**src/rtl/mux4_rr_arbiter_pkg.sv**
```systemverilog
// Shared definitions for the four-requester round-robin burst arbiter:
// FSM state encoding, requester index constants and the rotating-priority pick.
package mux4_rr_arbiter_pkg;

  // Two-state arbiter FSM: IDLE arbitrates, BUSY carries one burst.
  typedef enum logic {
    ST_IDLE = 1'b0,
    ST_BUSY = 1'b1
  } state_t;

  // Requester indices, equal to the mux select value for each source.
  localparam logic [1:0] REQ_A = 2'd0;
  localparam logic [1:0] REQ_B = 2'd1;
  localparam logic [1:0] REQ_C = 2'd2;
  localparam logic [1:0] REQ_D = 2'd3;

  // Rotating priority: first set bit of valid searching ptr+1, ptr+2, ptr+3, ptr
  // (mod 4). The loop walks from lowest to highest priority so the last
  // assignment wins. Returns ptr when nothing is valid; the caller gates on |valid.
  function automatic logic [1:0] rr_pick(input logic [3:0] valid,
                                         input logic [1:0] ptr);
    logic [1:0] w_idx;
    logic [1:0] w_pick;
    w_pick = ptr;
    for (int k = 4; k >= 1; k--) begin
      w_idx = ptr + 2'(k);
      if (valid[w_idx]) begin
        w_pick = w_idx;
      end
    end
    return w_pick;
  endfunction

endpackage

```
**src/rtl/mux4_rr_arbiter_mux4x32.sv**
```systemverilog
// Plain 4:1 data multiplexer used as the shared datapath of the arbiter.
module mux4x32 #(
  parameter int WIDTH = 32
) (
  input  logic [WIDTH-1:0] A,
  input  logic [WIDTH-1:0] B,
  input  logic [WIDTH-1:0] C,
  input  logic [WIDTH-1:0] D,
  input  logic [1:0]       S,
  output logic [WIDTH-1:0] Y
);

  // Select one of the four inputs; purely combinational.
  always_comb begin
    Y = A;
    case (S)
      2'd0:    Y = A;
      2'd1:    Y = B;
      2'd2:    Y = C;
      2'd3:    Y = D;
      default: Y = A;
    endcase
  end

endmodule

```
**src/rtl/mux4_rr_arbiter.sv**
```systemverilog
// Round-robin burst arbiter driving a shared 4:1 mux. A grant is held for a
// whole burst: until the owner's last beat or MAX_BEATS beats, whichever comes
// first. Every grant is followed by one IDLE cycle before the next arbitration.
//
// Handshake: a beat moves from the owner to the sink on a rising clk edge where
// out_valid and out_ready are both 1. out_valid mirrors the owner's req_valid
// while BUSY; req_ready of the owner mirrors out_ready while BUSY; every other
// req_ready bit is 0. Neither side may make its signal depend on seeing the
// other asserted first, and a valid beat holds its data until it transfers.
module mux4_rr_arbiter
  import mux4_rr_arbiter_pkg::*;
#(
  parameter int WIDTH     = 32,
  parameter int MAX_BEATS = 16
) (
  input  logic             clk,
  input  logic             rst,
  input  logic [3:0]       req_valid,
  input  logic [3:0]       req_last,
  input  logic [WIDTH-1:0] data_a,
  input  logic [WIDTH-1:0] data_b,
  input  logic [WIDTH-1:0] data_c,
  input  logic [WIDTH-1:0] data_d,
  output logic [3:0]       req_ready,
  output logic             out_valid,
  output logic [WIDTH-1:0] out_data,
  output logic             out_last,
  input  logic             out_ready,
  output logic [1:0]       sel,
  output logic [3:0]       grant,
  output logic             dbg_state
);

  // Counter is wide enough to hold MAX_BEATS-1 and is cleared on release,
  // so it never wraps.
  localparam int              CW        = $clog2(MAX_BEATS) + 1;
  localparam logic [CW-1:0]   LAST_BEAT = CW'(MAX_BEATS - 1);

  state_t        r_state;
  logic [1:0]    r_sel;
  logic [1:0]    r_ptr;
  logic [3:0]    r_grant;
  logic [CW-1:0] r_beat_cnt;

  logic          w_busy;
  logic          w_beat;
  logic          w_release;
  logic [1:0]    w_pick;

  assign w_busy    = (r_state == ST_BUSY);
  assign w_pick    = rr_pick(req_valid, r_ptr);

  assign out_valid = w_busy & req_valid[r_sel];
  assign out_last  = out_valid & req_last[r_sel];
  assign req_ready = w_busy ? ({3'b000, out_ready} << r_sel) : 4'b0000;

  // A beat ends the burst on the owner's last flag or on the beat limit;
  // both together still give a single release.
  assign w_beat    = out_valid & out_ready;
  assign w_release = w_beat & (req_last[r_sel] | (r_beat_cnt == LAST_BEAT));

  assign sel       = r_sel;
  assign grant     = r_grant;
  assign dbg_state = r_state;

  // Arbiter FSM: owner selection in IDLE, beat counting and release in BUSY.
  always_ff @(posedge clk or posedge rst) begin
    if (rst) begin
      r_state    <= ST_IDLE;
      r_sel      <= REQ_A;
      r_ptr      <= REQ_D;
      r_grant    <= 4'b0000;
      r_beat_cnt <= '0;
    end else begin
      case (r_state)
        ST_IDLE: begin
          if (|req_valid) begin
            r_sel      <= w_pick;
            r_grant    <= 4'b0001 << w_pick;
            r_beat_cnt <= '0;
            r_state    <= ST_BUSY;
          end
        end
        ST_BUSY: begin
          if (w_release) begin
            r_ptr      <= r_sel;
            r_beat_cnt <= '0;
            r_grant    <= 4'b0000;
            r_state    <= ST_IDLE;
          end else if (w_beat) begin
            r_beat_cnt <= r_beat_cnt + CW'(1);
          end
        end
        default: begin
          r_state <= ST_IDLE;
        end
      endcase
    end
  end

  mux4x32 #(
    .WIDTH(WIDTH)
  ) u_mux (
    .A(data_a),
    .B(data_b),
    .C(data_c),
    .D(data_d),
    .S(r_sel),
    .Y(out_data)
  );

endmodule

```
**config.mk**
```make
export PLATFORM = sky130hd
export DESIGN_NAME = mux4_rr_arbiter
export DESIGN_NICKNAME = d
export VERILOG_FILES = /design/src/rtl/mux4_rr_arbiter_pkg.sv /design/src/rtl/mux4_rr_arbiter_mux4x32.sv /design/src/rtl/mux4_rr_arbiter.sv
export SDC_FILE = /design/constraint.sdc
export NUM_CORES = 1
export LEC_CHECK = 0
export ABC_AREA = 0
export BUFFER_PORTS_ARGS = -buffer_cell sky130_fd_sc_hd__buf_2
export CAP_MARGIN = 20
export CORE_ASPECT_RATIO = 1.2
export CORE_MARGIN = 10
export CORE_UTILIZATION = 34
export DETAILED_ROUTE_END_ITERATION = 7
export GPL_TIMING_DRIVEN = 0
export PLACE_DENSITY = 0.82
export SYNTH_ARGS = -nofsm -noshare
export SYNTH_HDL_FRONTEND = slang
export SYNTH_SLANG_ARGS = --single-unit
```
**constraint.sdc**
```tcl
create_clock -name clk -period 2.05 [get_ports clk]
set_input_delay 0.41 -clock clk [delete_from_list [all_inputs] [get_ports clk]]
set_output_delay 0.41 -clock clk [all_outputs]
set_load 0.01 [all_outputs]
```
After elaboration in Yosys (flattened, before gate mapping)
Cells that the tools add are included.

Flip-flop bits (word level): 14. Latch bits: 0. RAM bits: 0. Memory bits (read-only): 0. Bits of input ports: 139. Output and inout bits: 45. Memories kept: 0.

$add $sub $neg: 4. $mul: 0. Div/mod/pow operators: 0. Order comparisons: 4. Eq/ne operators: 7. Shift operators: 2. Muxes and demuxes: 25. Bitwise logic cells: 6. Reductions and logical operators: 6.

Operator list (number): one-hot mux 32 bit (4 select lines) (1); two-way mux 5 bit (3); < comparator 2 x 3 -> 1 bit (second input constant) (4); two-way mux 4 bit (3); binary-select mux 1 bit (select 2 bit) (5); one-hot mux 5 bit (2 select lines) (1); one-hot mux 4 bit (2 select lines) (1); AND reduction 2 bit (4); two-way mux 1 bit (7); two-way mux 2 bit (3); adder 5 x 1 -> 5 bit (second input constant) (1); equality test 5 x 4 -> 1 bit (second input constant) (1); adder 2 bit (second input constant) (2); AND 1 bit (4); equality test 2 bit (second input constant) (2); OR reduction 4 bit (1); left shift 1 x 2 -> 4 bit (1); left shift 1 x 2 -> 4 bit (first input constant) (1); inequality test 3 x 1 -> 1 bit (second input constant) (1); adder 2 x 1 -> 2 bit (second input constant) (1); equality test 2 x 1 -> 1 bit (second input constant) (1); logical NOT 2 bit (1); inequality test 2 x 1 -> 1 bit (second input constant) (1); inequality test 2 bit (second input constant) (1); 3 further kinds (3).

Depth between registers and ports, before layout
Depth in word-level cells: 9. Mapped depth: 6. Depth with buffers taken out: 6.

Cells and area by module
From an unflattened synthesis, not the netlist that was laid out.

Cells, all modules: 128. Area total of the unflattened synthesis: 1680.4 µm².

Modules (own cells, without submodules): mux4_rr_arbiter (times used 1, cells an instance 89, area an instance 865.8 µm², sequential area each 352.8 µm²); mux4x32 (times used 1, cells an instance 39, area an instance 814.5 µm², sequential area each 0.0 µm²).

Worst setup path after synthesis
No wires, ideal clock.

Kind: register -> output. Start: reg r_sel[0] (netlist: sel[0]). End: out out_data[0]. Data arrival time: 1.531 ns. Required time: 1.640 ns. Path slack: 0.109 ns. Cell stages (with the launch flop): 4. Path buffers: 2. Cell sequence: dfrtp_1 -> buf_4 -> buf_2 -> mux4_2.

Word-level cells in the longest chain between the ends: 2. Elaborated cells on any way between the ends: 5.

RTL lines: start: declaration (line mux4_rr_arbiter.sv:40) `logic [1:0] r_sel;`; start signal: assignment (line mux4_rr_arbiter.sv:78) `r_sel <= w_pick;`; equality test 2 bit, or another cell as far along (line mux4_rr_arbiter_mux4x32.sv:16) `case (S)`; one-hot mux 32 bit (4 select lines) (*) (line mux4_rr_arbiter_mux4x32.sv:16); end: declaration (line mux4_rr_arbiter.sv:26) `output logic [WIDTH-1:0] out_data,`.

Mark *: on every way between the ends. The rest lies on a longest branch, timed or not.

Worst setup path in the final report
Start: reg r_sel[0] (netlist: sel[0]). End: out out_data[7].

The elaborated chain is that of the path after synthesis.

==> run summary <==
The run finished with clean final reports. For the setup violation total in the final timing report, the log shows 0. The tools report the internal power summed over all cells as 1970 uW. For the worst setup path, the data arrival time is 1.62 ns. The proportion of power drawn by flip-flops and latches is 0.137. The number of cells on the worst reg-to-reg path is 5, and the final clock skew is 0.01172 ns. At the later pin of the worst-skew pair, clock insertion delay measures 0.25 ns. After detailed routing, the number of remaining DRC violations is 0. The number of global-route vias before repair came out at 2090. Aggregate routed wire length: 8.559 mm. The run gives 0.1970 as the overall routing resource usage. The relative slew slack came out at 0.6316. Critical path startpoint category: a flop. Total leakage power: 0.001411 uW.

The logs give 7.345 mm for the HPWL after detailed placement and 463 for the layout net count. For the pin with the worst max-slew slack, the measured transition is 0.5479 ns. The count of nets left with antenna violations once routing finished came out at 0. The startpoint of the worst-slack reg-to-reg timing path is sel[0]$_DFFE_PP0P_. For the area enclosed by the die boundary, the log shows 0.007791 mm^2. The utilization after layout is 0.6099. The root buffer cell chosen for the clock tree is sky130_fd_sc_hd__clkbuf_8.

The peak fanout along the critical path is 10, and the die span in x is 82.26 um. The portion of total power attributed to the clock network is 0.070. The logs give 15 for the maximum number of pins on one net before global-route repair and 0 for the synthesis warning total.

The initial standard-cell utilization of the core is 0.3468. The floorplan step set the die height to 94.71 um. The logs give 1 for the deepest level of the CTS H-tree and 127 for the count of mapped cells out of synthesis. The worst register-to-register path ends at r_ptr[0]$_DFFE_PP1P_. The number of antenna violations at the first check in global routing was 4; the number of unique standard cell types used by synthesis was 32.

STA classifies the critical path endpoint as an output pin. The number of max-slew violations in the final report was 0; the number of buffers on the longest clock path was 2. The total CTS buffers was 3. The flop-to-flop setup slack is 0.10 ns. The average cell area after synthesis came out at 12.45 um^2.

TritonCTS built the clock tree. The post-synthesis net count came out at 268. During placement, the flow inserted port buffers numbering 183. Routed length per instance: 22.41 um.

Setup repair after global routing could not meet its margin everywhere. Relative to the synthesized area, the layout overhead comes to 75.87%. After synthesis the netlist holds a flip-flop and latch count of 14. The worst min-delay path class is in -> async. The wire length of the first global-routing pass came out at 11.72 mm.

Switching power as a share of total power: 0.4225. The setup path with the least slack is of type reg -> out. Sum of overflow across all layers after global routing: 0. The final critical-path share of the clock period was 0.9885; the post-layout total power was 3410 uW. The worst ir drop on vdd was 0.9603 mV; the placeable core region was 0.004561 mm^2. The mapped netlist covers 0.001582 mm^2.

The number of hold violations in the final report was 0. For this design the top-level I/O count stands at 184. The logs give 0.792 for the logic gate share of total power and 0 for the hold-fix buffer count after cts.

The clock drives 14 sinks. Static timing analysis puts the maximum clock frequency at 0.4935 GHz. After clock tree synthesis, the clock-pin slew on the worst setup and hold paths is 0.06 ns. The row count is 27, and the clock period minus worst slack is 2.026 ns. For this design the total switching power over the nets is 1441 uW.

At the end of routability-driven placement, the weighted congestion stood at 0.9350. In this run, the number of DRC markers left after iteration 0 of detailed routing was 70. The routed layout has 2055 vias. For the max-capacitance violation count, the log shows 0.

The fraction of final layout cells with drive strength greater than 1 works out to 0.7508. The run gives 0.2231 as the share of the yosys chip area belonging to registers. The power density over the cells came out at 1226 mW/mm^2. The run gives 1.64 ns as the required time of the critical path.

The tools report the number of detailed-routing iterations run before antenna repair as 6. The number of vias per cell is 5.380.
[cell type report]
class,instances,area [um^2]
repair buffers,190,1001
diodes,3,7.507
multi-input cells,99,1170
flip-flops and latches,14,354.1
fillers,397,1779
inverters,3,11.26
plain buffers,11,120.1
well taps,58,72.57
clock buffers,4,45.04
[flip-flops by register name, summed over array words and instances, names as in the netlist]
| signal | count |
|---|---|
| dbg_state | 1 |
| sel | 2 |
| r_ptr | 2 |
| r_beat_cnt | 5 |
| grant | 4 |
[through the flow]
| step | cell area (um^2) | worst slack, ns | std cells | setup TNS (ns) | hold slack [ns] |
|---|---|---|---|---|---|
| CTS | 2730 | 0.01690 | 377 | 0 | 0.2013 |
| detailed placement | 2570 | -0.1425 | 368 | -2.642 | 0.4762 |
| global placement | 2570 | -0.1234 | 368 | -2.026 | 0.4720 |
| global route | 2779 | -0.02222 | 381 | -0.09075 | 0.2346 |
| finish | 2781 | 0.02350 | 382 | 0 | 0.1780 |
| floorplan | 1582 | 0.1090 | 127 | 0 | 0.2978 |
[power by group through the flow]
stage	clock (uW)	sequential (uW)	combinational (uW)
after global placement	0	463	2320
after CTS	243	463	2630
after detailed placement	0	469	2360
after global routing	248	481	2890
after floorplan	0	479	1500
final	240	468	2700
[synthesized netlist by cell type]
library cell	instances	area share
sky130_fd_sc_hd__a21o_1	2	0.0095
sky130_fd_sc_hd__a21oi_1	4	0.013
sky130_fd_sc_hd__a31o_2	1	0.0055
sky130_fd_sc_hd__a31oi_1	1	0.0040
sky130_fd_sc_hd__a32o_1	1	0.0063
sky130_fd_sc_hd__and2_1	1	0.0040
sky130_fd_sc_hd__and3_1	3	0.012
sky130_fd_sc_hd__and3b_1	1	0.0055
sky130_fd_sc_hd__buf_2	3	0.0095
sky130_fd_sc_hd__buf_4	2	0.0095
sky130_fd_sc_hd__clkbuf_1	6	0.014
sky130_fd_sc_hd__dfrtp_1	12	0.19
sky130_fd_sc_hd__dfstp_2	2	0.033
sky130_fd_sc_hd__ha_1	2	0.016
sky130_fd_sc_hd__inv_1	3	0.0071
sky130_fd_sc_hd__mux2_1	1	0.0071
sky130_fd_sc_hd__mux2i_1	1	0.0063
sky130_fd_sc_hd__mux4_2	34	0.48
sky130_fd_sc_hd__nand2_1	10	0.024
sky130_fd_sc_hd__nand2b_1	1	0.0040
sky130_fd_sc_hd__nand3_1	9	0.028
sky130_fd_sc_hd__nand3b_1	1	0.0047
sky130_fd_sc_hd__nand4b_1	1	0.0055
sky130_fd_sc_hd__nor2_1	8	0.019
sky130_fd_sc_hd__nor2b_1	2	0.0079
sky130_fd_sc_hd__nor3_1	3	0.0095
sky130_fd_sc_hd__nor3b_1	2	0.0095
sky130_fd_sc_hd__o2111ai_4	1	0.017
sky130_fd_sc_hd__o21ai_0	5	0.016
sky130_fd_sc_hd__o31ai_1	2	0.0095
sky130_fd_sc_hd__o32ai_1	1	0.0055
sky130_fd_sc_hd__or3_1	1	0.0040
[repair_timing]
action | 4_1_cts | 5_1_grt
cloned | 0 | 1
buffers inserted | 5 | 1
gates resized for setup | 21 | 5
endpoints found under the setup margin | 36 | 24
[per-layer routing]
| layer | vias to the layer above | global-route usage | part of all wire |
|---|---|---|---|
| li1 | 922 | - | - |
| met1 | 989 | 0.1930 | 0.30 |
| met2 | 125 | 0.3494 | 0.52 |
| met3 | 17 | 0.09791 | 0.15 |
| met4 | 2 | 0.06392 | 0.023 |
| met5 | - | 0 | 0.00082 |
[worst max path at each step]
stage	from	end	slack, ns
after floorplan	sel[0]$_DFFE_PP0P_	out_data[0]	0.11
after global placement	sel[0]$_DFFE_PP0P_	out_data[20]	-0.12
after detailed placement	sel[0]$_DFFE_PP0P_	out_data[20]	-0.14
after CTS	sel[0]$_DFFE_PP0P_	out_data[20]	0.02
after global routing	dbg_state$_DFF_PP0_	req_ready[2]	-0.02
final	sel[0]$_DFFE_PP0P_	out_data[7]	0.02
[worst max-delay path, cell delays in order, from the launching register on]
cell and delay [ns]:
sky130_fd_sc_hd__dfrtp_2 0.40, sky130_fd_sc_hd__buf_12 0.14, sky130_fd_sc_hd__buf_12 0.15, sky130_fd_sc_hd__mux4_2 0.51
sky130_fd_sc_hd__buf_2 0.16
[cell usage in the layout (no fill, tap or decap), types with 3 or more instances in the layout]
cell type and count:
sky130_fd_sc_hd__buf_2 182, sky130_fd_sc_hd__mux4_2 34, sky130_fd_sc_hd__dfrtp_1 11, sky130_fd_sc_hd__nand2_1 10
sky130_fd_sc_hd__nand3_1 9, sky130_fd_sc_hd__nor2_1 8, sky130_fd_sc_hd__buf_4 8, sky130_fd_sc_hd__o21ai_0 5
sky130_fd_sc_hd__clkbuf_1 4, sky130_fd_sc_hd__a21oi_1 4, sky130_fd_sc_hd__buf_12 4, sky130_fd_sc_hd__diode_2 3
sky130_fd_sc_hd__nor3_1 3, sky130_fd_sc_hd__inv_1 3, sky130_fd_sc_hd__clkbuf_8 3
[kinds of logic (layout without fill, tap and decap cells)]
logic type / Yosys count / after routing / synth area share
simple gates: 43 / 43 / 0.1377
mux: 36 / 36 / 0.4976
compound gates: 18 / 18 / 0.08544
flops: 14 / 14 / 0.2231
buf+inv: 14 / 208 / 0.04034
fa+ha+maj: 2 / 2 / 0.01582
other cells: 0 / 3 / 0
No activity file was read; power rests on OpenSTA's default activity.
